File: src/rtl/bp_be_pkg.sv
// Shared types and constants for the back-end prefetch sequencer.
package bp_be_pkg;

  localparam int unsigned page_offset_lp      = 12;
  localparam int unsigned desc_vaddr_width_lp = 39;
  localparam int unsigned desc_stride_width_lp = 8;
  localparam int unsigned desc_count_width_lp  = 8;

  typedef enum logic [1:0] {
    e_idle  = 2'd0,
    e_issue = 2'd1,
    e_skip  = 2'd2
  } bp_be_pref_seq_state_e;

  typedef struct packed {
    logic [desc_vaddr_width_lp-1:0]  pc;
    logic [desc_vaddr_width_lp-1:0]  eff_addr;
    logic [desc_stride_width_lp-1:0] stride;
    logic [desc_count_width_lp-1:0]  count;
  } bp_be_pref_desc_s;

endpackage

File: src/rtl/bp_be_pref_desc_buffer.sv
// One-entry descriptor holding slot: fills when empty, drains on yumi_i, flushed by clear_i.
module bp_be_pref_desc_buffer #(
  parameter int unsigned width_p = 1
) (
  input  logic               clk_i,
  input  logic               reset_n_i,
  input  logic               clear_i,
  input  logic               v_i,
  input  logic [width_p-1:0] data_i,
  output logic               ready_o,
  output logic               v_o,
  output logic [width_p-1:0] data_o,
  input  logic               yumi_i
);

  logic               v_q, v_d;
  logic [width_p-1:0] data_q, data_d;

  always_comb begin
    v_d    = v_q;
    data_d = data_q;
    if (v_i & ~v_q) begin
      v_d    = 1'b1;
      data_d = data_i;
    end
    if (yumi_i)  v_d = 1'b0;
    if (clear_i) v_d = 1'b0;
  end

  always_ff @(posedge clk_i or negedge reset_n_i) begin
    if (!reset_n_i) begin
      v_q    <= 1'b0;
      data_q <= '0;
    end else begin
      v_q    <= v_d;
      data_q <= data_d;
    end
  end

  assign ready_o = ~v_q;
  assign v_o     = v_q;
  assign data_o  = data_q;

endmodule

File: src/rtl/bp_be_prefetch_sequencer.sv
// Expands a loop-stride descriptor into page-bounded, one-per-cycle prefetch requests.
// Optional same-block suppression is enabled by defining BP_BE_PREFETCH_DEDUP_EN.
module bp_be_prefetch_sequencer
  import bp_be_pkg::*;
#(
  parameter int unsigned vaddr_width_p        = 39,
  parameter int unsigned stride_width_p       = 8,
  parameter int unsigned loop_range_p         = 8,
  parameter int unsigned max_degree_p         = 4,
  parameter int unsigned block_offset_width_p = 6
) (
  input  logic                      clk_i,
  input  logic                      reset_n_i,
  input  logic                      v_i,
  output logic                      ready_and_o,
  input  logic [vaddr_width_p-1:0]  pc_i,
  input  logic [vaddr_width_p-1:0]  eff_addr_i,
  input  logic [stride_width_p-1:0] stride_i,
  input  logic [loop_range_p-1:0]   count_i,
  input  logic                      clear_i,
  output logic                      v_o,
  input  logic                      yumi_i,
  output logic [vaddr_width_p-1:0]  pc_o,
  output logic [vaddr_width_p-1:0]  vaddr_o,
  output logic                      busy_o
);

  localparam int unsigned left_width_lp = $clog2(max_degree_p + 1);
  localparam int unsigned page_width_lp = vaddr_width_p - page_offset_lp;
  localparam int unsigned sum_width_lp  = vaddr_width_p + 1;
  localparam int unsigned ext_width_lp  = sum_width_lp - stride_width_p;
  localparam int unsigned desc_width_lp = 2 * vaddr_width_p + stride_width_p + loop_range_p;

  localparam logic [1:0] idle_s  = 2'(e_idle);
  localparam logic [1:0] issue_s = 2'(e_issue);

  if (max_degree_p < 1 || block_offset_width_p >= page_offset_lp || vaddr_width_p <= page_offset_lp)
    begin : g_cfg_check
      $error("bp_be_prefetch_sequencer: illegal parameterisation");
    end

  logic [1:0]                state_q, state_d;
  logic [vaddr_width_p-1:0]  pc_q, pc_d, cur_q, cur_d;
  logic [page_width_lp-1:0]  page_q, page_d;
  logic [stride_width_p-1:0] stride_q, stride_d;
  logic [left_width_lp-1:0]  left_q, left_d;
  logic                      v_q, v_d;

  logic                      accept, push, pop, need_load, advance, do_load;
  logic                      pend_v, pend_ready;
  logic [desc_width_lp-1:0]  pend_data;
  logic [vaddr_width_p-1:0]  pend_pc, pend_eff;
  logic [stride_width_p-1:0] pend_stride;
  logic [loop_range_p-1:0]   pend_count;

  assign ready_and_o = pend_ready & ~clear_i & reset_n_i;
  assign accept      = v_i & ready_and_o;

  bp_be_pref_desc_buffer #(.width_p(desc_width_lp)) pending (
    .clk_i     (clk_i),
    .reset_n_i (reset_n_i),
    .clear_i   (clear_i),
    .v_i       (push),
    .data_i    ({pc_i, eff_addr_i, stride_i, count_i}),
    .ready_o   (pend_ready),
    .v_o       (pend_v),
    .data_o    (pend_data),
    .yumi_i    (pop)
  );

  assign {pend_pc, pend_eff, pend_stride, pend_count} = pend_data;

  // A held descriptor always has precedence over a newly arriving one.
  logic [vaddr_width_p-1:0]  ld_pc, ld_eff;
  logic [stride_width_p-1:0] ld_stride;
  logic [loop_range_p-1:0]   ld_count;
  logic [sum_width_lp-1:0]   ld_sum, adv_sum;
  logic [left_width_lp-1:0]  ld_left, adv_left;
  logic                      ld_ok, adv_ok;

  assign ld_pc     = pend_v ? pend_pc     : pc_i;
  assign ld_eff    = pend_v ? pend_eff    : eff_addr_i;
  assign ld_stride = pend_v ? pend_stride : stride_i;
  assign ld_count  = pend_v ? pend_count  : count_i;

  // Extra top bit flags wrap past either end of the address space as an off-page move.
  assign ld_sum  = {1'b0, ld_eff} + {{ext_width_lp{ld_stride[stride_width_p-1]}}, ld_stride};
  assign adv_sum = {1'b0, cur_q}  + {{ext_width_lp{stride_q[stride_width_p-1]}}, stride_q};

  always_comb begin
    ld_left = '0;
    if (ld_count == '0)
      ld_left = '0;
    else if (ld_stride == '0)
      ld_left = left_width_lp'(1);
    else if (ld_count > loop_range_p'(max_degree_p))
      ld_left = left_width_lp'(max_degree_p);
    else
      ld_left = left_width_lp'(ld_count);
  end

  assign ld_ok = (ld_left != '0)
               & (ld_sum[sum_width_lp-1:page_offset_lp] == {1'b0, ld_eff[vaddr_width_p-1:page_offset_lp]});

  assign adv_left = left_q - left_width_lp'(1);
  assign adv_ok   = (adv_left != '0)
                  & (adv_sum[sum_width_lp-1:page_offset_lp] == {1'b0, page_q});

`ifdef BP_BE_PREFETCH_DEDUP_EN
  localparam int unsigned blk_width_lp = vaddr_width_p - block_offset_width_p;
  localparam logic [1:0]  skip_s       = 2'(e_skip);

  logic [blk_width_lp-1:0] last_blk_q, last_blk_d, cmp_blk;
  logic                    last_v_q, last_v_d, cmp_v, dup;

  // A retiring issue is the newest block, even before last_blk_q captures it.
  assign cmp_blk = (state_q == issue_s) ? cur_q[vaddr_width_p-1:block_offset_width_p] : last_blk_q;
  assign cmp_v   = (state_q == issue_s) | last_v_q;
  assign dup     = cmp_v & (adv_sum[vaddr_width_p-1:block_offset_width_p] == cmp_blk);

  always_ff @(posedge clk_i or negedge reset_n_i) begin
    if (!reset_n_i) begin
      last_blk_q <= '0;
      last_v_q   <= 1'b0;
    end else begin
      last_blk_q <= last_blk_d;
      last_v_q   <= last_v_d;
    end
  end
`endif

  // Sequencing: advance the active stream, refill from pending/input on termination.
  always_comb begin
    state_d   = state_q;
    pc_d      = pc_q;
    cur_d     = cur_q;
    page_d    = page_q;
    stride_d  = stride_q;
    left_d    = left_q;
    need_load = 1'b0;
    advance   = 1'b0;
    do_load   = 1'b0;
    pop       = 1'b0;
`ifdef BP_BE_PREFETCH_DEDUP_EN
    last_blk_d = last_blk_q;
    last_v_d   = last_v_q;
`endif

    case (state_q)
      issue_s: advance = yumi_i;
`ifdef BP_BE_PREFETCH_DEDUP_EN
      skip_s:  advance = 1'b1;
`endif
      default: need_load = 1'b1;
    endcase

`ifdef BP_BE_PREFETCH_DEDUP_EN
    if ((state_q == issue_s) && yumi_i) begin
      last_blk_d = cur_q[vaddr_width_p-1:block_offset_width_p];
      last_v_d   = 1'b1;
    end
`endif

    if (advance) begin
      cur_d  = adv_sum[vaddr_width_p-1:0];
      left_d = adv_left;
      if (adv_ok) begin
`ifdef BP_BE_PREFETCH_DEDUP_EN
        state_d = dup ? skip_s : issue_s;
`else
        state_d = issue_s;
`endif
      end else begin
        need_load = 1'b1;
      end
    end

    if (need_load) begin
      if (pend_v) begin
        pop     = 1'b1;
        do_load = 1'b1;
      end else if (accept) begin
        do_load = 1'b1;
      end else begin
        state_d = idle_s;
      end
    end

    if (do_load) begin
      pc_d     = ld_pc;
      page_d   = ld_eff[vaddr_width_p-1:page_offset_lp];
      cur_d    = ld_sum[vaddr_width_p-1:0];
      stride_d = ld_stride;
      left_d   = ld_left;
      state_d  = ld_ok ? issue_s : idle_s;
`ifdef BP_BE_PREFETCH_DEDUP_EN
      last_v_d = 1'b0;
`endif
    end

    if (clear_i) begin
      state_d = idle_s;
`ifdef BP_BE_PREFETCH_DEDUP_EN
      last_v_d = 1'b0;
`endif
    end

    v_d = (state_d == issue_s);
  end

  // An accepted descriptor goes to the slot unless it was loaded straight into the active set.
  assign push = accept & ~need_load;

  always_ff @(posedge clk_i or negedge reset_n_i) begin
    if (!reset_n_i) begin
      state_q  <= idle_s;
      pc_q     <= '0;
      cur_q    <= '0;
      page_q   <= '0;
      stride_q <= '0;
      left_q   <= '0;
      v_q      <= 1'b0;
    end else begin
      state_q  <= state_d;
      pc_q     <= pc_d;
      cur_q    <= cur_d;
      page_q   <= page_d;
      stride_q <= stride_d;
      left_q   <= left_d;
      v_q      <= v_d;
    end
  end

  assign v_o     = v_q;
  assign vaddr_o = cur_q;
  assign pc_o    = pc_q;
  assign busy_o  = (state_q != idle_s) | pend_v;

endmodule

File: config.mk
export PLATFORM = sky130hd
export DESIGN_NAME = bp_be_prefetch_sequencer
export DESIGN_NICKNAME = d
export VERILOG_FILES = /design/src/rtl/bp_be_pkg.sv /design/src/rtl/bp_be_pref_desc_buffer.sv /design/src/rtl/bp_be_prefetch_sequencer.sv
export SDC_FILE = /design/constraint.sdc
export NUM_CORES = 1
export LEC_CHECK = 0
export ABC_CLOCK_PERIOD_IN_PS = 8400
export CORE_MARGIN = 2
export CORE_UTILIZATION = 40
export DETAILED_ROUTE_END_ITERATION = 7
export MAX_ROUTING_LAYER = met4
export PLACE_DENSITY = 0.66
export SLEW_MARGIN = 20
export SYNTH_ARGS = -nofsm -noshare
export SYNTH_HDL_FRONTEND = slang
export SYNTH_SLANG_ARGS = --single-unit
File: constraint.sdc
create_clock -name clk_i -period 8.4 [get_ports clk_i]
set_clock_uncertainty 0.1 [all_clocks]
set_input_delay 0.84 -clock clk_i [delete_from_list [all_inputs] [get_ports clk_i]]
set_output_delay 0.84 -clock clk_i [all_outputs]
set_load 0.01 [all_outputs]
==> metrics <==
antenna-violating nets left 0; Flop pwr share 0.279; share of cells above drive strength 1 0.1487; period utilization 0.7787; post_cts resized 0; antenna violations before repair 1; R2R cell count 15; max frequency roughly 150 MHz; dpl ws roughly 1.9 ns; post-synthesis sequential area ratio 0.3309; main flop type after synthesis dfrtp_1; Sink Count about 210; DP HPWL ~37000 um; crit path launch type register; clock latency on the worst-skew pair approximately 0.52 ns; total core area about 40000 um^2; CTS Buf Count 23; Layout area overhead 17.06%; drt first pass iters 5; NetSw roughly 0.0020 W; initial core utilization 0.4063; TritonCTS clock tree yes; Clock Path Buffers 3; Yosys top cell area share 0.3309; Min-Delay Path Class input port to asynchronous set/reset pin; I/O pins between 150 and 200; Slew Limit Fails 0; reg2reg setup slack ~1.9 ns; Mapped Nets approximately 1800; GRT Total Usage 0.2290; Final setup viols 0; flops & latches, synth ~210; worst vdd ir ~0.00018 V; FP Rows 73; postcts setup bufs 0; Leakage Power slightly above 8 nW; # DRC 0; root buffer cell clkbuf_16; Final #Nets between 1500 and 2000; CTS H-tree lvls 1; CP Capture Type register; clk slew on worst S/H paths about 0.06 ns; Clk network pwr share 0.200; Setup TNS 0 ns; number of synthesized flops with an enable pin 0; critical-path maximum fanout 64; Vias/cell about 5.7; outcome completed; switching fraction of total power 0.4146; final WL around 47000 um; Critical R2R Capture page_q[21]$_DFFE_PN0P_; internal power roughly 0.0028 W; combinational share of power 0.521; Cells after Synth 1651; Synth area leader dfrtp_1; RSZ-0062 raised after global routing false; PD cells between 200 and 300 nW/um^2; DR vias 13230; RR Startpoint stride_q[7]$_DFFE_PN0P_; Die Ht 205.1 um; Worst-Margin Slew ~1.1 ns; final hold vios 0; largest net degree at the start of global routing between 100 and 150; fill cell count 3817; max capacitance violation total 0; Layout Utilization 0.4757; Die ar. ~42000 um^2; Cell Area, Synth 16180 um^2; setup slack after layout around 1.9 ns; WL per Instance a little over 20 um; Final min period about 6.5 ns; first-pass GRT wire length approximately 75000 um; Crit path arrival time 6.84 ns; # port buffers around 180; DIE WIDTH ~210 um; Critical Path RT between 8 and 9 ns; critical path class register to register; RD Place Congestion roughly 1.0; synth unique cells 90; synthesis warning total 0; hold_buf cts 0; vias in the first global route about 14000; Syn Area/Cell 9.801 um^2; Iter 0 DRT Violations 844; ys async rst share 1.000; ranking of synthesized cells by area dfrtp_1, mux2_2, ha_1; Slew Limit Headroom 0.2533; total grt overflow 0
## cell families (layout without fill, tap and decap cells)
group | after synthesis | after routing | share of synthesized area
AND/OR/NAND/NOR | 412 | 412 | 0.1295
AO/OA/AOI/OAI | 390 | 390 | 0.1601
multiplexers | 309 | 309 | 0.2112
flip-flops | 214 | 214 | 0.3309
buffers and inverters | 128 | 266 | 0.03959
XOR/XNOR | 115 | 115 | 0.06410
adder cells (fa/ha/maj) | 82 | 82 | 0.06433
other | 1 | 2 | 0.0002317
## final cells by class
type                            count  area [um^2]  share of cell area
Multi-Input combinational cell   1309        10190              0.5379
Sequential cell                   214         5359              0.2829
Timing Repair Buffer              190         1892             0.09987
Clock buffer                       38        691.9             0.03653
Tap cell                          525        656.9             0.03468
Inverter                           36        135.1            0.007134
Clock inverter                      2        16.27           0.0008587
Antenna cell                        1        2.502           0.0001321
## routing by layer
| metal | GRT usage | share of wire | vias up |
|---|---|---|---|
| met5 | - | 0 | - |
| met4 | 0.04985 | 0.019 | 0 |
| met3 | 0.04486 | 0.068 | 50 |
| met2 | 0.3646 | 0.46 | 370 |
| met1 | 0.3024 | 0.46 | 6459 |
| li1 | - | - | 6346 |
## sequential cells by signal (all words and copies together) (netlist names), 2 cells and up
register and cells:
left_q 3, page_q 27, pc_o 39, pending.data_o 94, state_q 2, stride_q 8, vaddr_o 39
## cells in the final DEF (no fill, tap or decap), types with 8 or more instances in the layout
master           synthesis  layout
a211oi_1                 8       8
a21o_1                  32      32
a21oi_1                124     124
a31oi_1                 19      19
and2_1                  16      16
buf_4                   11      10
clkbuf_1                55       9
clkbuf_16                0      23
clkdlybuf4s50_1          0     178
dfrtp_1                214     213
ha_1                    80      80
inv_1                   36      36
mux2_1                  68      68
mux2_2                 192     192
mux2i_1                 49      49
nand2_1                106     105
nand2b_1                 8       8
nand3_1                 31      31
nand4_1                 31      31
nand4b_1                 8       8
nor2_1                  96      96
nor2b_1                 15      15
nor3_1                  33      33
o2111ai_1                8       8
o211ai_1                14      14
o21a_1                  18      18
o21ai_0                 67      67
o21bai_1                11      11
o31ai_1                  9       9
or2_2                    8       8
or3_1                   11      11
xnor2_1                 55      55
xor2_1                  58      58
## how the worst max path moves through the flow
stage / from / endpoint / slack [ns] / depth (start not counted)
finish: stride_q[7]$_DFFE_PN0P_ / page_q[21]$_DFFE_PN0P_ / 1.86 / 15
global route: stride_q[7]$_DFFE_PN0P_ / page_q[21]$_DFFE_PN0P_ / 1.60 / 15
CTS: stride_q[7]$_DFFE_PN0P_ / page_q[21]$_DFFE_PN0P_ / 1.89 / 15
detailed placement: stride_q[7]$_DFFE_PN0P_ / page_q[18]$_DFFE_PN0P_ / 1.91 / 15
global placement: stride_q[7]$_DFFE_PN0P_ / page_q[15]$_DFFE_PN0P_ / 1.90 / 15
floorplan: pending.v_o$_DFFE_PN0P_ / state_q[0]$_DFF_PN0_ / 1.44 / 24
## power groups by stage
stage	Clock (W)	Combinational (W)	Sequential (W)
3_5_place_dp	0	0.00248	0.00136
6_report	0.000966	0.00251	0.00134
4_1_cts	0.000998	0.00249	0.00134
2_1_floorplan	0	0.00167	0.00136
3_3_place_gp	0	0.00245	0.00136
5_1_grt	0.00104	0.00276	0.00137
## cells in the mapped netlist, types with 33 or more instances
library cell,number
nand2_1,106
xor2_1,58
mux2_2,192
ha_1,80
nor3_1,33
a21oi_1,124
clkbuf_1,55
nor2_1,96
inv_1,36
xnor2_1,55
mux2i_1,49
mux2_1,68
dfrtp_1,214
o21ai_0,67
## metrics by stage
step                power, W  cell area (um^2)  std cells  hold slack, ns
floorplan           0.003030             16180       1651          0.3522
global placement    0.003806             18230       2274          0.3606
CTS                 0.004835             18940       2314          0.2219
detailed placement  0.003837             18230       2274          0.3692
global route        0.005164             18940       2315          0.2502
finish              0.004821             18940       2315          0.2055
## worst max-delay path: stages, from the launching register on
cell and delay, ns:
dfrtp_1 0.70, buf_4 0.37, ha_1 0.34, a21o_1 0.23, a31oi_1 0.29, o21ai_1 0.19, o2111ai_1 0.33, nand2_1 0.14
a21oi_1 0.39, mux2_2 0.44, or4b_2 0.65, a2111oi_4 0.40, nand4_4 0.33, a31oi_4 0.27, buf_4 0.70, mux2_2 0.42
Power figures use the tool's default switching activity.
